<file path="src/rtl/usb_cmd_responder_pkg.sv">
// Shared definitions for the USB command responder: opcodes, status codes,
// response frame header/length and the responder FSM state type.
package usb_cmd_defs;

    localparam logic [7:0] OP_NOP    = 8'h00;
    localparam logic [7:0] OP_WR_REG = 8'h01;
    localparam logic [7:0] OP_RD_REG = 8'h02;
    localparam logic [7:0] OP_START  = 8'h10;
    localparam logic [7:0] OP_STOP   = 8'h11;
    localparam logic [7:0] OP_PING   = 8'h55;

    localparam logic [7:0] ST_OK       = 8'h00;
    localparam logic [7:0] ST_BAD_ADDR = 8'h01;
    localparam logic [7:0] ST_UNKNOWN  = 8'h02;

    localparam logic [7:0]  FRAME_HDR = 8'hA5;
    localparam int unsigned FRAME_LEN = 4;

    typedef enum logic [1:0] {
        S_IDLE,
        S_EXEC,
        S_SEND
    } state_t;

endpackage

</file>
<file path="src/rtl/usb_cmd_responder_regbank.sv">
// Control register bank: NREG x 16-bit, reg 0 is the read-only VERSION word.
// Single address port shared by the write path, the read mux and the address check.
module usb_cmd_regbank #(
    parameter int unsigned NREG    = 8,
    parameter logic [15:0] VERSION = 16'h0101
) (
    input  logic               clk,
    input  logic               rst,
    input  logic               we,
    input  logic [7:0]         addr,
    input  logic [15:0]        wdata,
    output logic [15:0]        rdata,
    output logic               addr_bad,
    output logic               wr_bad,
    output logic [NREG*16-1:0] regs_flat
);

    logic [15:0] regs_q [NREG-1:1];
    logic [15:0] regs_d [NREG-1:1];

    always_comb begin
        addr_bad = (32'(addr) >= NREG);
        wr_bad   = addr_bad || (addr == 8'd0);
    end

    always_comb begin
        regs_d = regs_q;
        if (we && !wr_bad) begin
            for (int unsigned k = 1; k < NREG; k++) begin
                if (32'(addr) == k) regs_d[k] = wdata;
            end
        end
    end

    always_ff @(posedge clk) begin
        if (rst) begin
            for (int unsigned k = 1; k < NREG; k++) regs_q[k] <= '0;
        end else begin
            regs_q <= regs_d;
        end
    end

    always_comb begin
        rdata = '0;
        if (addr == 8'd0) rdata = VERSION;
        for (int unsigned k = 1; k < NREG; k++) begin
            if (32'(addr) == k) rdata = regs_q[k];
        end
    end

    always_comb begin
        regs_flat        = '0;
        regs_flat[15:0]  = VERSION;
        for (int unsigned k = 1; k < NREG; k++) regs_flat[k*16 +: 16] = regs_q[k];
    end

endmodule

</file>
<file path="src/rtl/usb_cmd_responder.sv">
// Host command executor: decodes one command, applies its side effect and
// streams a 4-word response frame into the upstream USB FIFO.
module usb_cmd_responder
    import usb_cmd_defs::*;
#(
    parameter int unsigned NREG    = 8,
    parameter logic [15:0] VERSION = 16'h0101
) (
    input  logic               i_clk_sys,
    input  logic               i_rst,
    input  logic               i_cmd_come,
    input  logic [7:0]         i_cmd,
    input  logic [31:0]        i_cmd_param,
    input  logic               i_full,
    output logic               o_wr,
    output logic [15:0]        o_wr_data,
    output logic [NREG*16-1:0] o_regs,
    output logic               o_acq_en,
    output logic               o_acq_start,
    output logic               o_busy,
    output logic [7:0]         o_drop_cnt
);

    state_t      state_q, state_d;
    logic [7:0]  cmd_q, cmd_d;
    logic [7:0]  addr_q, addr_d;
    logic [15:0] plo_q, plo_d;
    logic [7:0]  status_q, status_d;
    logic [15:0] data_q, data_d;
    logic [1:0]  idx_q, idx_d;
    logic [7:0]  seq_q, seq_d;
    logic [7:0]  drop_q, drop_d;
    logic        acq_en_q, acq_en_d;
    logic        acq_start_q, acq_start_d;

    logic        reg_we;
    logic [15:0] reg_rdata;
    logic        addr_bad, wr_bad;

    usb_cmd_regbank #(
        .NREG    (NREG),
        .VERSION (VERSION)
    ) u_regbank (
        .clk       (i_clk_sys),
        .rst       (i_rst),
        .we        (reg_we),
        .addr      (addr_q),
        .wdata     (plo_q),
        .rdata     (reg_rdata),
        .addr_bad  (addr_bad),
        .wr_bad    (wr_bad),
        .regs_flat (o_regs)
    );

    assign o_wr        = (state_q == S_SEND) && !i_full;
    assign o_busy      = (state_q != S_IDLE);
    assign o_acq_en    = acq_en_q;
    assign o_acq_start = acq_start_q;
    assign o_drop_cnt  = drop_q;

    always_comb begin
        o_wr_data = '0;
        if (state_q == S_SEND) begin
            case (idx_q)
                2'd0:    o_wr_data = {FRAME_HDR, cmd_q};
                2'd1:    o_wr_data = {8'h00, status_q};
                2'd2:    o_wr_data = data_q;
                default: o_wr_data = {8'h00, seq_q};
            endcase
        end
    end

    always_comb begin
        state_d     = state_q;
        cmd_d       = cmd_q;
        addr_d      = addr_q;
        plo_d       = plo_q;
        status_d    = status_q;
        data_d      = data_q;
        idx_d       = idx_q;
        seq_d       = seq_q;
        drop_d      = drop_q;
        acq_en_d    = acq_en_q;
        acq_start_d = 1'b0;
        reg_we      = 1'b0;

        // Strobes outside S_IDLE (including the final-word cycle) are dropped, never queued
        if (i_cmd_come && state_q != S_IDLE && drop_q != 8'hFF) drop_d = drop_q + 8'd1;

        case (state_q)
            S_IDLE: begin
                if (i_cmd_come) begin
                    cmd_d   = i_cmd;
                    addr_d  = i_cmd_param[31:24];
                    plo_d   = i_cmd_param[15:0];
                    state_d = S_EXEC;
                end
            end
            S_EXEC: begin
                status_d = ST_OK;
                data_d   = '0;
                case (cmd_q)
                    OP_NOP: ;
                    OP_WR_REG: begin
                        if (wr_bad) status_d = ST_BAD_ADDR;
                        else        reg_we   = 1'b1;
                    end
                    OP_RD_REG: begin
                        if (addr_bad) status_d = ST_BAD_ADDR;
                        else          data_d   = reg_rdata;
                    end
                    OP_START: begin
                        acq_en_d    = 1'b1;
                        acq_start_d = 1'b1;
                    end
                    OP_STOP: acq_en_d = 1'b0;
                    OP_PING: data_d   = plo_q;
                    default: status_d = ST_UNKNOWN;
                endcase
                idx_d   = '0;
                state_d = S_SEND;
            end
            S_SEND: begin
                if (o_wr) begin
                    if (32'(idx_q) == FRAME_LEN - 1) begin
                        seq_d   = seq_q + 8'd1;
                        state_d = S_IDLE;
                    end else begin
                        idx_d = idx_q + 2'd1;
                    end
                end
            end
            default: state_d = S_IDLE;
        endcase
    end

    always_ff @(posedge i_clk_sys) begin
        if (i_rst) begin
            state_q     <= S_IDLE;
            cmd_q       <= '0;
            addr_q      <= '0;
            plo_q       <= '0;
            status_q    <= '0;
            data_q      <= '0;
            idx_q       <= '0;
            seq_q       <= '0;
            drop_q      <= '0;
            acq_en_q    <= 1'b0;
            acq_start_q <= 1'b0;
        end else begin
            state_q     <= state_d;
            cmd_q       <= cmd_d;
            addr_q      <= addr_d;
            plo_q       <= plo_d;
            status_q    <= status_d;
            data_q      <= data_d;
            idx_q       <= idx_d;
            seq_q       <= seq_d;
            drop_q      <= drop_d;
            acq_en_q    <= acq_en_d;
            acq_start_q <= acq_start_d;
        end
    end

endmodule

</file>
<file path="config.mk">
export PLATFORM = sky130hd
export DESIGN_NAME = usb_cmd_responder
export DESIGN_NICKNAME = d
export VERILOG_FILES = /design/src/rtl/usb_cmd_responder_pkg.sv /design/src/rtl/usb_cmd_responder_regbank.sv /design/src/rtl/usb_cmd_responder.sv
export SDC_FILE = /design/constraint.sdc
export NUM_CORES = 1
export LEC_CHECK = 0
export ABC_CLOCK_PERIOD_IN_PS = 2350
export CORE_UTILIZATION = 50
export CTS_CLUSTER_SIZE = 16
export DETAILED_ROUTE_END_ITERATION = 12
export PLACE_DENSITY_LB_ADDON = 0.05
export SETUP_SLACK_MARGIN = 0.2
export SLEW_MARGIN = 20
export SYNTH_ARGS = -nofsm -noshare
export SYNTH_HDL_FRONTEND = slang
export SYNTH_SLANG_ARGS = --single-unit
</file>
<file path="constraint.sdc">
create_clock -name i_clk_sys -period 2.35 [get_ports i_clk_sys]
set_input_delay 0.705 -clock i_clk_sys [delete_from_list [all_inputs] [get_ports i_clk_sys]]
set_output_delay 0.705 -clock i_clk_sys [all_outputs]
set_load 0.01 [all_outputs]
</file>
==> impl_summary.txt <==
----------------------------------------------------
[Status]
  Run status ... finished with violations
  Failing checks ... setup timing

[Critical path]
  Crit Reg-Reg Startpoint ... addr_q[0]$_SDFFE_PP0P_
  Timing endpoint of the critical path ... o_wr_data[0]
  Crit path max-delay cell type ... a222oi_1
  Kind of launch point of the worst setup path ... flop
  Cell Chain, Critical Path ... inv_4, ha_4, a222oi_1, o21ai_1, buf_2
  Required time reported for the critical path endpoint ... around 1.6 ns
  Worst-path fanout max ... 5
  Worst path max stage delay ... roughly 0.41 ns
  Start point of the critical path ... idx_q[0]$_SDFFE_PP0P_
  R2R setup slack ... between 0.3 and 0.4 ns
  Logic depth of the worst setup path including buffers ... 5
  Critical Setup Path Class ... flop to output port
  Length in cells of the worst reg-to-reg path ... 7
  Kind of cell adding the most delay to the critical path ... compound AO/OA/AOI/OAI gates
  Category of the worst setup path capture point ... output port
  Total buffers and inverters traversed by the critical path ... 2
  Arrival @ worst endpoint ... ~1.7 ns
  Reg2Reg Capture Point ... u_regbank.regs_flat[21]$_SDFFE_PP0P_

[Timing]
  Min Clock Period, post-route ... between 2 and 2.5 ns
  Setup slack of the critical path after layout ... -0.0677 ns
  Share of the cycle needed by the critical path after routing ... 103%
  Hold Vio Cnt, Final ... 0
  Highest attainable clock frequency ... 414 MHz
  Final number of max-transition violations ... 0
  Setup-failing EPs final ... 2
  Setup repair after global routing missed its margin ... yes
  Worst-Margin Slew ... roughly 0.55 ns
  Worst slew margin relative to its limit ... a little under two thirds
  Setup clock skew after layout ... around 0.011 ns

[Layout]
  Area of combinational cells with multiple inputs ... roughly 4400 um2
  Sequential cell area ... 3700 um2
  Net total in the final layout ... about 1300
  Proportion of layout cells with a drive suffix above 1 ... about 16%
  Leading cell type in the layout, fill and taps excluded ... nand2_1
  Commonest non-fill, non-tap cells in the layout ... nand2_1, a21oi_1, dfxtp_1, clkdlybuf4s50_1, buf_4
  Diodes inserted ... 0
  Area delta synth->final ... 34.2%
  Total non-filler cell area in the finished layout ... 11200 um2
  Final standard cell utilization of the core ... between 60% and 70%
  Number of filler cells placed in the layout ... about 1300

[Floorplanning]
  Y dimension of the die ... 131 um
  Top Ports ... 200
  Core area ... about 16000 um2
  Die area ... 17200 um2
  Initial cell density of the core ... 51.8%
  Die Wd ... between 100 and 150 um
  Row count ... 46

[Route]
  ANT nets after route ... 0
  Pre-antenna DRT Iters ... 6
  Total via count in the routed design ... between 8000 and 9000
  Detailed Route Iter0 Violations ... 840
  DRC viols ... 0
  Via-per-instance ratio ... about 5.7
  Detailed Route WL ... 27100 um
  Routed wirelength normalized by instance count ... about 18 um

[Global route]
  Largest net degree at the start of global routing ... 49
  Met1 capacity usage during global routing ... 40.6%
  Global-route wire length before repair ... about 42000 um
  GR met2 Demand/Resource ... 51.0%
  Number of global-route vias before repair ... around 7700
  Leftover overflow at the end of global routing ... 0
  Met3 layer usage reported by global route ... slightly below 6%
  GRT Max-Usage Layer ... met2
  Global-route usage over all layers ... a little under a third
  Number of antenna violations at the first check in global routing ... 0

[Power]
  Peak supply drop ... just under 500 uV
  Relative contribution of combinational cells to total power ... between 9 and 10%
  Leakage power figure ... a little under 0.004 uW
  Fraction of power spent switching nets ... 27.6%
  Switching component of the power ... ~1900 uW
  Flop pwr share ... roughly half
  Power Dens Cells ... 602 nW/um2
  Internal ... between 4000 and 5000 uW
  Clock network fraction of design power ... between 40% and 50%

[Yosys]
  Synthesized instance count ... 1071
  Syn. warnings ... 0
  Primary FF master, synth ... dfxtp_1
  Number of flops mapped to enable cells by yosys ... 0
  Mapped cell area ... about 8400 um2
  Register bit total from synthesis ... 184
  Async set or reset register ratio after synthesis ... 0%
  Mean Syn Cell Area ... 7.80 um2
  Share of synthesized area occupied by flip-flops and latches ... 44.1%
  Number of distinct library cell variants in the gate-level netlist after synthesis ... between 50 and 60

[Place]
  Total of buffers placed on input and output ports ... approximately 180
  Total placed instance area ... 10400 um2
  GP Congestion ... 0.898
  Dpl hpwl ... 18900 um

[Clock tree]
  CTS sink count ... roughly 180
  Post-CTS clock slew at the launch and capture registers of the worst setup and hold paths ... 0.07 ns
  H-tree lvl count ... 4
  Number of buffers on the longest clock path ... 2
  Number of buffers inserted during clock tree synthesis ... 17
  Library cell used as clock root buffer ... clkbuf_16
  CTS tree ... yes
  Later-pin clock latency in the skew report ... about 0.43 ns

[Worst hold path]
  Path class of the lowest-slack min-delay path ... flop to flop
  Hold Path Cell Cnt ... 2

[Job]
  MaxCap Viol Count ... 0

----------------------------------------------------
cell usage after synthesis, drive strengths merged, types with 3 or more instances:
cell type / count / area, um2
nand4: 10 / 77.6
dfxtp: 184 / 3680
and4: 6 / 52.6
o22ai: 8 / 50.1
xor2: 9 / 78.8
a211oi: 13 / 97.6
mux4: 3 / 67.6
nor2b: 9 / 56.3
nand2b: 5 / 31.3
nand3: 13 / 65.1
xnor2: 3 / 26.3
a22oi: 10 / 75.1
o211ai: 5 / 37.5
clkbuf: 66 / 248
inv: 8 / 30.0
ha: 6 / 75.1
and3: 5 / 31.3
a21oi: 180 / 901
and2: 3 / 18.8
nor2: 56 / 213
nand2: 312 / 1170
nor4: 4 / 85.1
mux2: 14 / 158
or3: 7 / 43.8
a221oi: 9 / 78.8
nor3: 16 / 129
o21ai: 17 / 85.1
o221ai: 8 / 70.1
nor4bb: 3 / 30.0
buf: 43 / 267
o2111ai: 3 / 26.3
mux2i: 9 / 90.1
routing by layer:
layer / vias to the layer above / routed length, um / share of wire (%)
met5: - / 0 / 0
met4: 0 / 755 / 2.8
met3: 57 / 2340 / 8.6
met2: 410 / 13000 / 48
met1: 3909 / 11000 / 41
li1: 3972 / - / -
worst min-delay path, stage by stage (launching register included):
cell and delay (ns):
dfxtp_1 0.32, nand2_1 0.06, a21oi_1 0.05
worst min-delay path by stage:
stage | start | endpoint | slack, ns
final | u_regbank.regs_flat[80]$_SDFFE_PP0P_ | u_regbank.regs_flat[80]$_SDFFE_PP0P_ | 0.47
after global routing | u_regbank.regs_flat[103]$_SDFFE_PP0P_ | u_regbank.regs_flat[103]$_SDFFE_PP0P_ | 0.50
after CTS | u_regbank.regs_flat[80]$_SDFFE_PP0P_ | u_regbank.regs_flat[80]$_SDFFE_PP0P_ | 0.47
after detailed placement | u_regbank.regs_flat[105]$_SDFFE_PP0P_ | u_regbank.regs_flat[105]$_SDFFE_PP0P_ | 0.46
after global placement | u_regbank.regs_flat[25]$_SDFFE_PP0P_ | u_regbank.regs_flat[25]$_SDFFE_PP0P_ | 0.45
after floorplan | status_q[0]$_SDFFE_PP0N_ | status_q[0]$_SDFFE_PP0N_ | 0.43
layout make-up:
| class | count | share of cell area [%] |
|---|---|---|
| multi-input combinational | 785 | 38.9 |
| sequential | 184 | 33.0 |
| timing repair buffer | 245 | 20.3 |
| clock buffer | 18 | 3.92 |
| tap | 216 | 2.41 |
| clock inverter | 14 | 1.13 |
| inverter | 8 | 0.313 |
registers in the layout, summed over array words and instances (netlist names):
name                 flops
addr_q                   8
cmd_q                    8
data_q                  16
idx_q                    2
o_acq_en                 1
o_acq_start              1
o_drop_cnt               8
plo_q                   16
seq_q                    8
state_q                  2
status_q                 2
u_regbank.regs_flat    112
stage by stage:
stage	hold WS (ns)	setup WS [ns]	instances	setup TNS [ns]	power, uW
CTS	0.472	0.0524	1467	0	6740
detailed placement	0.460	-0.127	1428	-0.236	4010
global placement	0.453	-0.123	1428	-0.156	4000
finish	0.469	-0.0677	1470	-0.0745	6750
global route	0.496	-0.118	1470	-0.201	6980
floorplan	0.431	0.272	1085	0	3740
logic make-up after synthesis:
kind of cell | share of synthesized area, %
DFF | 44.1
buffers and inverters | 6.52
xor gates and xnor gates | 1.26
muxes | 3.77
other | 0.0899
adders and majority gates | 0.899
AOI/OAI and AO/OA | 18.9
and+or+nand+nor | 24.5
power by group through the flow:
stage / registers, uW / logic [uW] / clock network (uW)
2_1_floorplan: 3290 / 452 / 0
3_3_place_gp: 3380 / 624 / 0
3_5_place_dp: 3380 / 631 / 0
4_1_cts: 3310 / 642 / 2800
5_1_grt: 3320 / 727 / 2930
6_report: 3310 / 667 / 2770
repair_timing:
| item | CTS | global route |
|---|---|---|
| endpoints found under the setup margin | 34 | 73 |
| cloned | 0 | 1 |
| gates resized for setup | 107 | 39 |
| buffers inserted | 7 | 2 |
| pin swaps | 8 | 7 |
| hold buffers | 0 | 0 |
(Power assumes the default switching activity.)
